## config.mk

```make
export PLATFORM = sky130hd
export DESIGN_NAME = uart_tx_scheduler
export DESIGN_NICKNAME = d
export VERILOG_FILES = /design/src/rtl/uart_tx_scheduler.sv
export SDC_FILE = /design/constraint.sdc
export NUM_CORES = 1
export LEC_CHECK = 0
export BUFFER_PORTS_ARGS = -buffer_cell sky130_fd_sc_hd__buf_4
export CORE_MARGIN = 2
export CORE_UTILIZATION = 54
export DETAILED_ROUTE_END_ITERATION = 10
export GPL_TIMING_DRIVEN = 0
export PLACE_DENSITY = 0.72
export SLEW_MARGIN = 20
export SYNTH_ARGS = -nofsm -noshare
export SYNTH_HDL_FRONTEND = slang
export SYNTH_SLANG_ARGS = --single-unit
```

## constraint.sdc

```tcl
create_clock -name clock -period 6.3 [get_ports clock]
set_input_delay 0.945 -clock clock [delete_from_list [all_inputs] [get_ports clock]]
set_output_delay 0.945 -clock clock [all_outputs]
set_load 0.01 [all_outputs]
```

## src/rtl/uart_tx_scheduler.sv

```systemverilog
`default_nettype none
// ---------------------------------------------------------------------------
// uart_tx_scheduler: shares one UartTx between a buffered MMIO word path and a
// byte-wise DMA requester. Words are sent LSB byte first.
// Revision: 1.0
// ---------------------------------------------------------------------------
module uart_tx_scheduler #(
  parameter int SEND_BUF_SIZE = 16,
  parameter int CNT_W         = $clog2(SEND_BUF_SIZE) + 1
) (
  input  logic             clock,
  input  logic             reset,
  input  logic             push_en,
  input  logic [31:0]      push_data,
  input  logic             dma_req,
  input  logic [7:0]       dma_data,
  output logic             dma_ack,
  output logic             tx_start,
  output logic [7:0]       sdata,
  input  logic             tx_busy,
  output logic [CNT_W-1:0] free_words,
  output logic             buf_empty,
  output logic             overflow
);

  localparam int               PTR_W = $clog2(SEND_BUF_SIZE);
  localparam logic [CNT_W-1:0] DEPTH = CNT_W'(SEND_BUF_SIZE);

  localparam logic [1:0] IDLE      = 2'd0;
  localparam logic [1:0] START     = 2'd1;
  localparam logic [1:0] WAIT_ACK  = 2'd2;
  localparam logic [1:0] WAIT_DONE = 2'd3;

  logic [31:0]      mem_q [SEND_BUF_SIZE];
  logic [1:0]       state_q, state_d;
  logic             src_dma_q, src_dma_d;
  logic [1:0]       byte_idx_q, byte_idx_d;
  logic [PTR_W-1:0] rd_ptr_q, rd_ptr_d;
  logic [PTR_W-1:0] wr_ptr_q, wr_ptr_d;
  logic [CNT_W-1:0] occ_q, occ_d;
  logic             overflow_q, overflow_d;
  logic [7:0]       sdata_q, sdata_d;

  logic             w_push_ok;
  logic             w_pop;
  logic [31:0]      w_rd_word;

  // Fullness is judged on registered occupancy, so a same-cycle pop never frees a slot.
  assign w_push_ok = push_en && (occ_q != DEPTH);
  assign w_pop     = (state_q == START) && !src_dma_q && (byte_idx_q == 2'd3);
  assign w_rd_word = mem_q[rd_ptr_q];

  always_comb begin
    state_d    = state_q;
    src_dma_d  = src_dma_q;
    byte_idx_d = byte_idx_q;
    sdata_d    = sdata_q;
    case (state_q)
      IDLE: begin
        // DMA only wins at a word boundary, so a word is never split by DMA bytes.
        if (!tx_busy) begin
          if (dma_req && (byte_idx_q == 2'd0)) begin
            sdata_d   = dma_data;
            src_dma_d = 1'b1;
            state_d   = START;
          end else if ((occ_q != '0) || (byte_idx_q != 2'd0)) begin
            sdata_d   = w_rd_word[{byte_idx_q, 3'b000} +: 8];
            src_dma_d = 1'b0;
            state_d   = START;
          end
        end
      end
      START: begin
        if (!src_dma_q) begin
          byte_idx_d = byte_idx_q + 2'd1;
        end
        state_d = WAIT_ACK;
      end
      WAIT_ACK: begin
        if (tx_busy) begin
          state_d = WAIT_DONE;
        end
      end
      WAIT_DONE: begin
        if (!tx_busy) begin
          state_d = IDLE;
        end
      end
      default: state_d = IDLE;
    endcase
  end

  always_comb begin
    wr_ptr_d   = w_push_ok ? wr_ptr_q + PTR_W'(1) : wr_ptr_q;
    rd_ptr_d   = w_pop ? rd_ptr_q + PTR_W'(1) : rd_ptr_q;
    occ_d      = occ_q + CNT_W'(w_push_ok) - CNT_W'(w_pop);
    overflow_d = overflow_q | (push_en & ~w_push_ok);
  end

  always_ff @(posedge clock) begin
    if (reset) begin
      state_q    <= IDLE;
      src_dma_q  <= 1'b0;
      byte_idx_q <= 2'd0;
      rd_ptr_q   <= '0;
      wr_ptr_q   <= '0;
      occ_q      <= '0;
      overflow_q <= 1'b0;
      sdata_q    <= 8'd0;
    end else begin
      state_q    <= state_d;
      src_dma_q  <= src_dma_d;
      byte_idx_q <= byte_idx_d;
      rd_ptr_q   <= rd_ptr_d;
      wr_ptr_q   <= wr_ptr_d;
      occ_q      <= occ_d;
      overflow_q <= overflow_d;
      sdata_q    <= sdata_d;
    end
  end

  always_ff @(posedge clock) begin
    if (w_push_ok && !reset) begin
      mem_q[wr_ptr_q] <= push_data;
    end
  end

  assign tx_start   = (state_q == START);
  assign dma_ack    = tx_start & src_dma_q;
  assign sdata      = sdata_q;
  assign free_words = DEPTH - occ_q;
  assign buf_empty  = (occ_q == '0);
  assign overflow   = overflow_q;

endmodule
`default_nettype wire

```

# Word level (Yosys, flattened, before mapping)
# Memories as Yosys holds them, arrays and structs flattened. A register that Yosys moved wholly into a read port is not among the register bits.
# Index checks and enable logic that the tools add are counted.
[op_classes] addsub=6 n_eq_ne=9 shift=1 mux=14 n_bitwise=6 n_reduce_logical=17
[op_table] cell="$shiftx A32 B6 Y8" count=1
[op_table] cell="$mux W8" count=2
[op_table] cell="$mux W2" count=5
[op_table] cell="$add A4 B1 Y4 const B" count=2
[op_table] cell="$mux W4" count=2
[op_table] cell="$pmux W2 S4" count=1
[op_table] cell="$eq A2 B2 Y1 const B" count=3
[op_table] cell="$ne A2 B2 Y1 const B" count=3
[op_table] cell="$add A5 B1 Y5" count=1
[op_table] cell="$logic_and A1 B1 Y1" count=5
[op_table] cell="$logic_not A5 Y1" count=1
[op_table] cell="$ne A5 B5 Y1 const B" count=1
[op_table] cell="$reduce_bool A5 Y1" count=1
[op_table] cell="$sub A5 B1 Y5" count=1
[op_table] cell="$sub A5 B5 Y5 const A" count=1
[op_table] cell="$logic_not A2 Y1" count=2
[op_table] cell="$mux W1" count=4
[op_table] cell="$reduce_and A4 Y1" count=1
[op_table] cell="$reduce_bool A2 Y1" count=2
[op_table] cell="$ne A3 B3 Y1 const B" count=1
[op_table] cell="$not A1 Y1" count=3
[op_table] cell="$reduce_and A3 Y1" count=1
[op_table] cell="$add A2 B1 Y2 const B" count=1
[op_table] cell="$and A1 B1 Y1" count=2
[op_table] cell="other kinds (5)" count=6
[totals] ff_bits=27 ram_bits=512 inputBits=45 elab_cells=62 memories=1
[memory_table] name="mem_q" words=16 width=32 rd=1 rd_ports_with_merged_regs=1 wr=1 line="34" text="logic [31:0] mem_q [SEND_BUF_SIZE];"

# Depth between registers and ports, before layout
# Gate-level depths: netlist (run 1).
[depth] ltp_word=6 depth_mapped=17 ltp_nobuf=16

# Worst setup path before layout (run 1)
# No wires, ideal clock.
[synth_timing] path_kind="register to register" startpoint="register occ_q[1]" endpoint="memory mem_q[3][0] (enable)" setup_ns=0.421 arrival_ns=2.920 slack_ns=2.959 stages_incl_launch_ff=9 period_less_slack_ns=3.341 path_cell_list="dfxtp_1 > inv_1 > ha_1 > and2_1 > ha_1 > nor2b_1 > clkbuf_1 > nand2_1 > nor2_1"
[synth_between] elab_chain_len=5
[synth_lines] element="start: declaration" line="40" text="logic [CNT_W-1:0] occ_q, occ_d;"
[synth_lines] element="start signal: assignment" line="107" text="occ_q <= '0;"
[synth_lines] element="start signal: assignment" line="116" text="occ_q <= occ_d;"
[synth_lines] element="$ne A5 B5 Y1" line="49" text="assign w_push_ok = push_en && (occ_q != DEPTH);"
[synth_lines] element="$logic_and A1 B1 Y1" line="49"
[synth_lines] element="$logic_and A1 B1 Y1" line="123" text="if (w_push_ok && !reset) begin"
[synth_lines] element="$mux W1" line="123"
[synth_lines] element="$mux W1 (not written as such)" line="124" text="mem_q[wr_ptr_q] <= push_data;"
[synth_lines] element="end: declaration" line="34"
# Every way passes these cells.

# Worst setup path in the final report (run 1)
[layout_timing] startpoint="register byte_idx_q[1]" endpoint="register sdata_q[6], in the netlist sdata[6]"
[layout_between] elab_chain_len=4 elab_cells_between_ends=9
[layout_lines] element="start: declaration" line="37" text="logic [1:0] byte_idx_q, byte_idx_d;"
[layout_lines] element="start signal: assignment" line="113" text="byte_idx_q <= byte_idx_d;"
[layout_lines] element="branches (longest 4 deep; another with $shiftx A32 B6 Y8)"
[layout_lines] element="end signal: assignment" line="118" text="sdata_q <= sdata_d;"
[layout_lines] element="end: declaration" line="42" text="logic [7:0] sdata_q, sdata_d;"
# Parallel ways; which one is timed is not known. The select of a mux whose other input is x is not followed.
# A chain may end at the register's enable or synchronous reset.

==> impl_metrics.tcl, run 1 <==
set metrics [dict create \
    critical-path-max-stage-delay_ns 0.57 \
    cts_setup_buffers 0 \
    hold_start "overflow" \
    final_max_slew_viol_count 0 \
    area_growth_pct 17.2 \
    grt_pass1_wl_mm 72.3 \
    netlist_area_sq_mm 0.0212 \
    final_core_util_pct 64.3 \
    holdPathEnd "overflow" \
    final_nets 1245 \
    drive_above_1_share_pct 28.3 \
    track_usage_pct 24.8 \
    synth_fp_nets 1101 \
    dieArea_sq_mm 0.0408 \
    seq_area_frac_synth_pct 75.5 \
    worstSetupPathType "flip-flop to flip-flop" \
    clock_latency_ns 0.60 \
    crit_path_top_delay_cell "clkinv_1" \
    setup_tns_ns 0 \
    antenna_found_initial 0 \
    hold_buffers 0 \
    dr.pass1.iters 5 \
    startpoint_type "flip-flop" \
    hpwl_mm 32.1 \
    cts_root_buffer "clkbuf_16" \
    relSlewSlack_pct 43.3 \
    pre_cts_slack_ns 2.76 \
    wirelength_mm 49.3 \
    r2r_start "byte_idx_q[1]" \
    cp_data_required_time_ns 6.76 \
    cp_num_buf_inv 3 \
    power.density_mw_per_mm2 322 \
    start_util_pct 54.8 \
    hold_viol_final 0 \
    grt_pass1_vias 11200 \
    portBuffers 61 \
    path_clk_slew_ns 0.06 \
    htree_num_levels 2 \
    max-vdd-ir-drop_v 0.000331 \
    setup_slack_ns 2.63 \
    num_rows 72 \
    leakage_uw 0.00793 \
    fin_skew_ns 0.0157 \
    avgSynthCellArea_sq_um 20.5 \
    crit_fanout 10 \
    r2r-end "sdata[6]" \
    drt_iter0_drc 1100 \
    synth_cell_type_count 49 \
    worstMarginPinSlew_ns 0.851 \
    run_status "completed" \
    rsz0062_at_grt "false" \
    via_per_inst 6.26 \
    die_w_um 202 \
    crit_arrival_ns 4.13 \
    yosys_warnings 0 \
    cts_resized 0 \
    fin_crit_sh_pct 58.2 \
    clockBufferDepth 3 \
    synth_edf_count 512 \
    grt_max_degree 20 \
    synthArstFlopShare_pct 0 \
    hold_depth 2 \
    r2r_cells 8 \
    drtAntennaViolNets 0 \
    cts_buffers 54 \
    num_io_pins 62 \
    r2r_slack_ns 2.63 \
    synth_cells 1034 \
    wl_per_cell_um 28.3 \
    finalSetupViolCount 0 \
    cp_cell_sequence "clkbuf_1 > clkinv_1 > ha_1 > nand3b_1 > nand3b_1 > clkbuf_1 > a2111oi_2 > a31oi_1" \
    synth_flop_cell "edfxtp_1" \
    numClockSinks 543 \
    fp.dieH_um 202 \
    cts_tree "built" \
    period_needed_ns 3.67 \
    cap_violations 0 \
    core_area_sq_mm 0.0386 \
    vias 10900 \
    synth_seq_cells 543 \
    hp-class "flip-flop to flip-flop" \
    crit_path_end_kind "flip-flop" \
    hold_slack_ns 0.492 \
    clock.fmax_mhz 273 \
    gp_congestion 0.789 \
    drc_errors 0 \
    crit_family "buffers and inverters" \
    overflow 0 \
]
## worst max-delay path by stage
stage | from | to | slack (ns) | cells past startpoint
3_5_place_dp | byte_idx_q[1] | sdata[6] | 2.76 | 8
6_report | byte_idx_q[1] | sdata[6] | 2.63 | 8
4_1_cts | byte_idx_q[1] | sdata[6] | 2.74 | 8
3_3_place_gp | occ_q[1] | mem_q[11][19] | 0.92 | 8
5_1_grt | byte_idx_q[1] | sdata[6] | 2.44 | 8
2_1_floorplan | occ_q[1] | mem_q[3][0] | 2.96 | 8
## metal layers
metal | part of all wire, % | global-route usage, % | up-vias | wire [um]
li1 | - | - | 4541 | -
met1 | 39 | 33.5 | 5707 | 19300
met2 | 48 | 39.3 | 515 | 23600
met3 | 9.2 | 6.53 | 121 | 4520
met4 | 3.6 | 9.28 | 0 | 1760
met5 | 0 | 0 | - | 0
## synthesized netlist by cell type (all sizes together) (4+ instances only)
library cell,instances,area [sq um]
a22o,4,35.0
or3,4,25.0
xnor2,9,78.8
a22oi,39,293
mux2i,11,110
a221oi,8,70.1
clkbuf,19,75.1
o21ai,17,85.1
ha,21,263
a21o,5,37.5
a21oi,24,120
dfxtp,31,621
buf,33,245
mux4,129,2910
o22ai,6,37.5
nand2,23,86.3
xor2,4,35.0
nand3b,4,30.0
nor3,4,20.0
nor2,54,203
edfxtp,512,15400
nor2b,10,62.6
nor4,5,31.3
and2,6,37.5
inv,28,105
## state kept, by name (all words and copies together) (netlist names), named ones only
register and cells:
sdata 8, occ_q 5, rd_ptr_q 4, state_q 2, src_dma_q 1, overflow 1
wr_ptr_q 4, mem_q 512, byte_idx_q 2
## metrics by stage
| step | total power [uW] | cells | instance area [sq um] |
|---|---|---|---|
| 6_report | 7990 | 1740 | 24800 |
| 5_1_grt | 8230 | 1739 | 24800 |
| 4_1_cts | 8020 | 1739 | 24800 |
| 3_5_place_dp | 4900 | 1640 | 23100 |
| 3_3_place_gp | 4860 | 1613 | 22300 |
| 2_1_floorplan | 4570 | 1034 | 21200 |
## area by class of cell
class	count	area, sq um
diodes	1	2.50
plain buffers	52	320
clock buffers	78	1530
clock inverters	21	211
fillers	2522	13800
inverters	30	113
multi-input cells	409	4880
flip-flops and latches	543	16000
well taps	518	648
repair buffers	88	1130
## worst register-to-register path: stages, from the launching register on
cell,delay (ns)
dfxtp_1,0.46
clkbuf_1,0.56
clkinv_1,0.57
ha_1,0.41
nand3b_1,0.17
nand3b_1,0.38
clkbuf_1,0.43
a2111oi_2,0.44
a31oi_1,0.11
## cells in the final DEF, fill, tap and decap left out, drive strengths merged, types with 2 or more instances in the layout
master and count:
or3 4, nor4 5, a22oi 39, o21ai 17, a311oi 3, a21oi 24
a21o 5, xor2 4, mux2 2, clkinv 17, mux2i 11, clkbuf 97
and2 6, ha 21, bufinv 4, nor3 4, dfxtp 31, nand2 23
nor2 54, nand3b 4, nand4 2, mux4 129, buf 121, a22o 4
nor2b 10, a221oi 8, o22ai 6, edfxtp 512, xnor2 9, inv 29
## cells by family (layout without fill, tap and decap cells)
logic type	count (synthesis)	after routing	synth area share, %
fa+ha+maj	22	22	1.33
simple gates	118	118	2.62
xor+xnor	13	13	0.537
buf+inv	82	269	2.04
compound gates	114	114	3.64
mux	142	142	14.3
other cells	0	1	0
flops	543	543	75.5
## power breakdown
group	switching, uW	internal (uW)	leakage (uW)	total, uW
sequential	58.0	4040	0.00486	4100
clock	1310	1850	0.000853	3160
combinational	445	293	0.00221	738
total	1810	6180	0.00793	7990
(Power assumes the default switching activity.)
==> inputs of run 2 (changes only) <==
==> constraint.sdc (replaced) <==
create_clock -name clock -period 3.5 [get_ports clock]
set_input_delay 0.525 -clock clock [delete_from_list [all_inputs] [get_ports clock]]
set_output_delay 0.525 -clock clock [all_outputs]
set_load 0.01 [all_outputs]
==> run 2 against run 1 <==
- register-to-register slack got worse by 2.2 ns
- core utilization barely moved
- first-iteration DRC count up 3.5%
- highest routed layer unchanged
- clock skew down 0.00091 ns
- critical path depth is 7 higher
==> impl_metrics.tcl, run 2 (same netlist as run 1, synthesis figures left out) <==
set metrics [dict create \
    run_status "completed" \
    setup_tns_ns 0 \
    leakage_uw 0.00793 \
    r2r-end "occ_q[4]" \
    final_common_cell "edfxtp_1" \
    dieArea_sq_mm 0.0408 \
    period_needed_ns 3.10 \
    start_util_pct 54.8 \
    clockBufferDepth 3 \
    final_cell_mix "edfxtp_1 (512), mux4_2 (129), buf_4 (64), clkbuf_16 (55), a22oi_1 (39)" \
    multi_input_area_sq_mm 0.00488 \
    final_max_slew_viol_count 0 \
    portBuffers 61 \
    wl_per_cell_um 28.3 \
    r2r_slack_ns 0.40 \
    numClockSinks 543 \
    crit_arrival_ns 3.57 \
    max-vdd-ir-drop_v 0.000596 \
    crit_fanout 5 \
    r2r_start "state_q[1]" \
    drc_errors 0 \
    hold_slack_ns 0.173 \
    r2r_cells 15 \
    seq_area_sq_mm 0.0160 \
    total_power_uw 14400 \
    hpwl_mm 32.1 \
    clock_latency_ns 0.60 \
    worstSetupPathType "flip-flop to flip-flop" \
    cts_buffers 54 \
    relSlewSlack_pct 44.0 \
    gp_congestion 0.789 \
    grt_pass1_wl_mm 72.3 \
    hold_viol_final 0 \
    power.density_mw_per_mm2 579 \
    drtAntennaViolNets 0 \
    holdPathEnd "overflow" \
    crit_path_end_kind "flip-flop" \
    fin_crit_sh_pct 88.7 \
    cp_data_required_time_ns 3.97 \
    num_rows 72 \
    overflow 0 \
    fp.dieH_um 202 \
    track_usage_pct 24.8 \
    hold_start "push_en" \
    cts_root_buffer "clkbuf_16" \
    worstMarginPinSlew_ns 0.839 \
    placed_cells 1640 \
    htree_num_levels 2 \
    hp-class "input pin to flip-flop" \
    use_met1_pct 33.5 \
    num_io_pins 62 \
    vias 10900 \
    fillCellCount 2519 \
    largest_register "mem_q" \
    cts_tree "built" \
    via_per_inst 6.28 \
    rsz0062_at_grt "false" \
    grt_pass1_vias 11200 \
    startpoint_type "flip-flop" \
    grt_busiest_layer "met2" \
    finalSetupViolCount 0 \
    cts_setup_buffers 0 \
    grt_max_degree 20 \
    wirelength_mm 49.3 \
    final_cells 1740 \
    cap_violations 0 \
    path_clk_slew_ns 0.06 \
    largest_register_ffs 512 \
    met3_usage_pct 6.53 \
    hold_depth 3 \
    antenna_found_initial 0 \
    area_growth_pct 17.2 \
    die_w_um 202 \
    clock.fmax_mhz 322 \
    met2_usage_pct 39.3 \
    fin_skew_ns 0.0148 \
    final_nets 1245 \
    hold_buffers 0 \
    core_area_sq_mm 0.0386 \
    drive_above_1_share_pct 28.6 \
    dr.pass1.iters 5 \
    drt_iter0_drc 1138 \
]
[run 2: cell types whose count changed in the layout (fill, tap and decap cells not counted)]
cell / previous run / this run
clkbuf_1: 34 / 32
clkinv_1: 8 / 7
clkbuf_2: 0 / 2
clkinv_2: 7 / 8
[run 2: critical path, stage by stage, from the launching register on]
cell      delay [ns]
dfxtp_1         0.34
inv_1           0.10
ha_1            0.20
nor2b_1         0.43
and2_1          0.19
clkbuf_1        0.25
ha_1            0.29
inv_1           0.05
ha_1            0.15
inv_1           0.06
fa_1            0.43
nor2_1          0.10
nor2_1          0.05
o21bai_1        0.15
xnor2_1         0.14
nor2_1          0.05
[run 2: worst max path at each step]
| stage | startpoint | to | slack (ns) |
|---|---|---|---|
| final | state_q[1] | occ_q[4] | 0.40 |
| after global routing | occ_q[1] | occ_q[4] | 0.06 |
| after CTS | byte_idx_q[1] | sdata[6] | 0.16 |
| after detailed placement | byte_idx_q[1] | sdata[6] | -0.04 |
| after global placement | occ_q[1] | mem_q[11][19] | -1.88 |
| after floorplan | occ_q[1] | mem_q[3][0] | 0.16 |
[run 2: metal layers]
metal,share of wire (%),vias to the layer above
li1,-,4541
met1,39,5712
met2,48,544
met3,9.3,122
met4,3.5,0
met5,0,-
[run 2: metrics by stage]
step | util (%) | setup slack (ns) | area [sq um]
3_3_place_gp | 57.7 | -1.88 | 22300
4_1_cts | 64.3 | 0.162 | 24800
6_report | 64.3 | 0.395 | 24800
2_1_floorplan | - | 0.159 | 21200
5_1_grt | 64.3 | 0.0582 | 24800
3_5_place_dp | 59.7 | -0.0400 | 23100
[run 2: layout make-up]
class                   count  share of cell area, %
clock inverters            21                  0.851
repair buffers             88                   4.55
clock buffers              78                   6.17
diodes                      1                 0.0101
inverters                  30                  0.458
flip-flops and latches    543                   64.4
well taps                 518                   2.61
multi-input cells         409                   19.7
plain buffers              52                   1.30
[run 2: repair_timing]
action / in CTS / in global routing
endpoints found under the hold margin: 0 / 0
gates resized for setup: 1 / 4
setup endpoints to repair: 2 / 4
[run 2: report_power, final]
| group | internal, uW | switching, uW | total, uW | leakage (uW) |
|---|---|---|---|---|
| Combinational | 528 | 802 | 1330 | 0.00222 |
| Clock | 3320 | 2360 | 5680 | 0.000853 |
| Sequential | 7270 | 103 | 7380 | 0.00486 |
==> inputs of run 3 (changes only) <==
--- a/config.mk
+++ b/config.mk
@@ -11,6 +11,7 @@
 export DETAILED_ROUTE_END_ITERATION = 10
 export GPL_TIMING_DRIVEN = 0
 export PLACE_DENSITY = 0.72
+export SETUP_SLACK_MARGIN = 0.4
 export SLEW_MARGIN = 20
 export SYNTH_ARGS = -nofsm -noshare
 export SYNTH_HDL_FRONTEND = slang
==> run 3 against run 2 <==
- non-clock buffer count did not move
- final cell count fell by 0.29%
- register-to-register slack improved by 0.19 ns
- largest cell class unchanged
- worst hold slack improved by 0.018 ns
- die area did not move
- clock skew rose by 0.0079 ns
- sequential cell count did not move
- final area rose by 0.17%
- via count fell by 0.36%
- count of clock-buffer cells in the layout fell by 13
- sequential share of layout area fell by 0.085 points
==> impl_metrics.tcl, run 3 (same netlist as run 1, synthesis figures left out) <==
set metrics [dict create \
    clock_latency_ns 0.59 \
    worstMarginPinSlew_ns 0.844 \
    cap_violations 0 \
    final_core_util_pct 64.4 \
    core_area_sq_mm 0.0386 \
    crit_path_end_kind "flip-flop" \
    numClockSinks 543 \
    stdcell_area_sq_mm 0.0249 \
    fin_skew_ns 0.0226 \
    startpoint_type "flip-flop" \
    largest_register "mem_q" \
    final_nets 1245 \
    final_common_cell "edfxtp_1" \
    start_util_pct 54.8 \
    largest_register_ffs 512 \
    drtAntennaViolNets 0 \
    leakage_uw 0.00794 \
    hold_viol_final 0 \
    period_needed_ns 2.91 \
    diodes 0 \
    cp_data_required_time_ns 3.96 \
    power.density_mw_per_mm2 582 \
    setup_tns_ns 0 \
    antenna_found_initial 1 \
    rsz0062_at_grt "false" \
    cp_num_buf_inv 3 \
    gp_congestion 0.798 \
    place_area_sq_mm 0.0231 \
    via_per_inst 6.27 \
    vias 10900 \
    drc_errors 0 \
    final_max_slew_viol_count 0 \
    critical-path-max-stage-delay_ns 0.42 \
    hold_buffers 0 \
    portBuffers 61 \
    wl_per_cell_um 28.3 \
    cts_buffers 54 \
    crit_arrival_ns 3.37 \
    die_w_um 202 \
    run_status "completed" \
    cts_root_buffer "clkbuf_16" \
    fillCellCount 2515 \
    overflow 0 \
    track_usage_pct 24.7 \
    fp.dieH_um 202 \
    grt_pass1_vias 11100 \
    wirelength_mm 49.1 \
    crit_path_top_delay_cell "dfxtp_1" \
    drt_iter0_drc 1273 \
    grt_max_degree 19 \
    num_io_pins 62 \
    setup_slack_ns 0.585 \
    grt_pass1_wl_mm 72.5 \
    pre_cts_slack_ns 0.0911 \
    htree_num_levels 2 \
    hpwl_mm 32.5 \
    finalSetupViolCount 0 \
    crit_family "buffers and inverters" \
    hp-class "input pin to flip-flop" \
    fin_crit_sh_pct 83.3 \
    worstSetupPathType "flip-flop to flip-flop" \
    cp_cell_sequence "clkbuf_2 > clkinv_2 > ha_1 > nand3b_1 > nand3b_1 > clkbuf_2 > a221oi_1 > a41oi_1" \
    final_cell_mix "edfxtp_1 (512), mux4_2 (129), buf_4 (66), clkbuf_16 (54), a22oi_1 (39)" \
    crit_fanout 10 \
    dieArea_sq_mm 0.0408 \
    path_clk_slew_ns 0.06 \
    clock.fmax_mhz 343 \
    area_growth_pct 17.4 \
    dr.pass1.iters 5 \
    drive_above_1_share_pct 29.5 \
    max-vdd-ir-drop_v 0.000460 \
    cts_tree "built" \
    relSlewSlack_pct 43.7 \
    clockBufferDepth 3 \
    num_rows 72 \
]
run 3: layout make-up:
cell class | count | area (sq um) | share of cell area (%)
Tap cell | 518 | 648 | 2.60
Sequential cell | 543 | 16000 | 64.3
Buffer | 52 | 328 | 1.32
Timing Repair Buffer | 88 | 1140 | 4.58
Multi-Input combinational cell | 409 | 4890 | 19.7
Inverter | 30 | 114 | 0.458
Clock inverter | 30 | 335 | 1.35
Clock buffer | 65 | 1420 | 5.72
run 3: report_power, final:
group          switching (uW)  internal, uW
clock                    2360          3400
sequential                104          7270
combinational             795           541
run 3: tightest hold or removal path, delay by kind of cell:
| family | cells | cell delay, ns |
|---|---|---|
| simple gates | 1 | 0.08 |
| compound gates | 1 | 0.05 |
| buf+inv | 1 | 0.08 |
run 3: path summary, 6_finish.rpt:
| path | startpoint | to | slack, ns | cells past startpoint |
|---|---|---|---|---|
| worst max-delay path | byte_idx_q[1] | sdata[7] | 0.59 | 8 |
| worst min-delay path | push_en | overflow | 0.19 | 3 |
| worst max register to register | byte_idx_q[1] | sdata[7] | 0.59 | 8 |
| worst min register to register | overflow | overflow | 0.50 | 2 |
run 3: metrics by stage:
step           hold WS (ns)  cells  power, uW
6_report              0.191   1735      14500
5_1_grt               0.221   1735      14900
4_1_cts               0.169   1734      14500
3_5_place_dp          0.456   1639       8820
3_3_place_gp          0.458   1613       8740
2_1_floorplan         0.445   1034       8220
run 3: timing repair:
item                                    in CTS  in global routing
endpoints found under the setup margin     140                  7
pin swaps                                    0                  2
buffers inserted                             0                  1
gates resized for setup                      5                 13
run 3: layer usage:
layer,wire [um],track usage [%]
met1,19100,34.1
met2,23400,39.0
met3,4720,5.69
met4,1840,9.59
met5,8,0
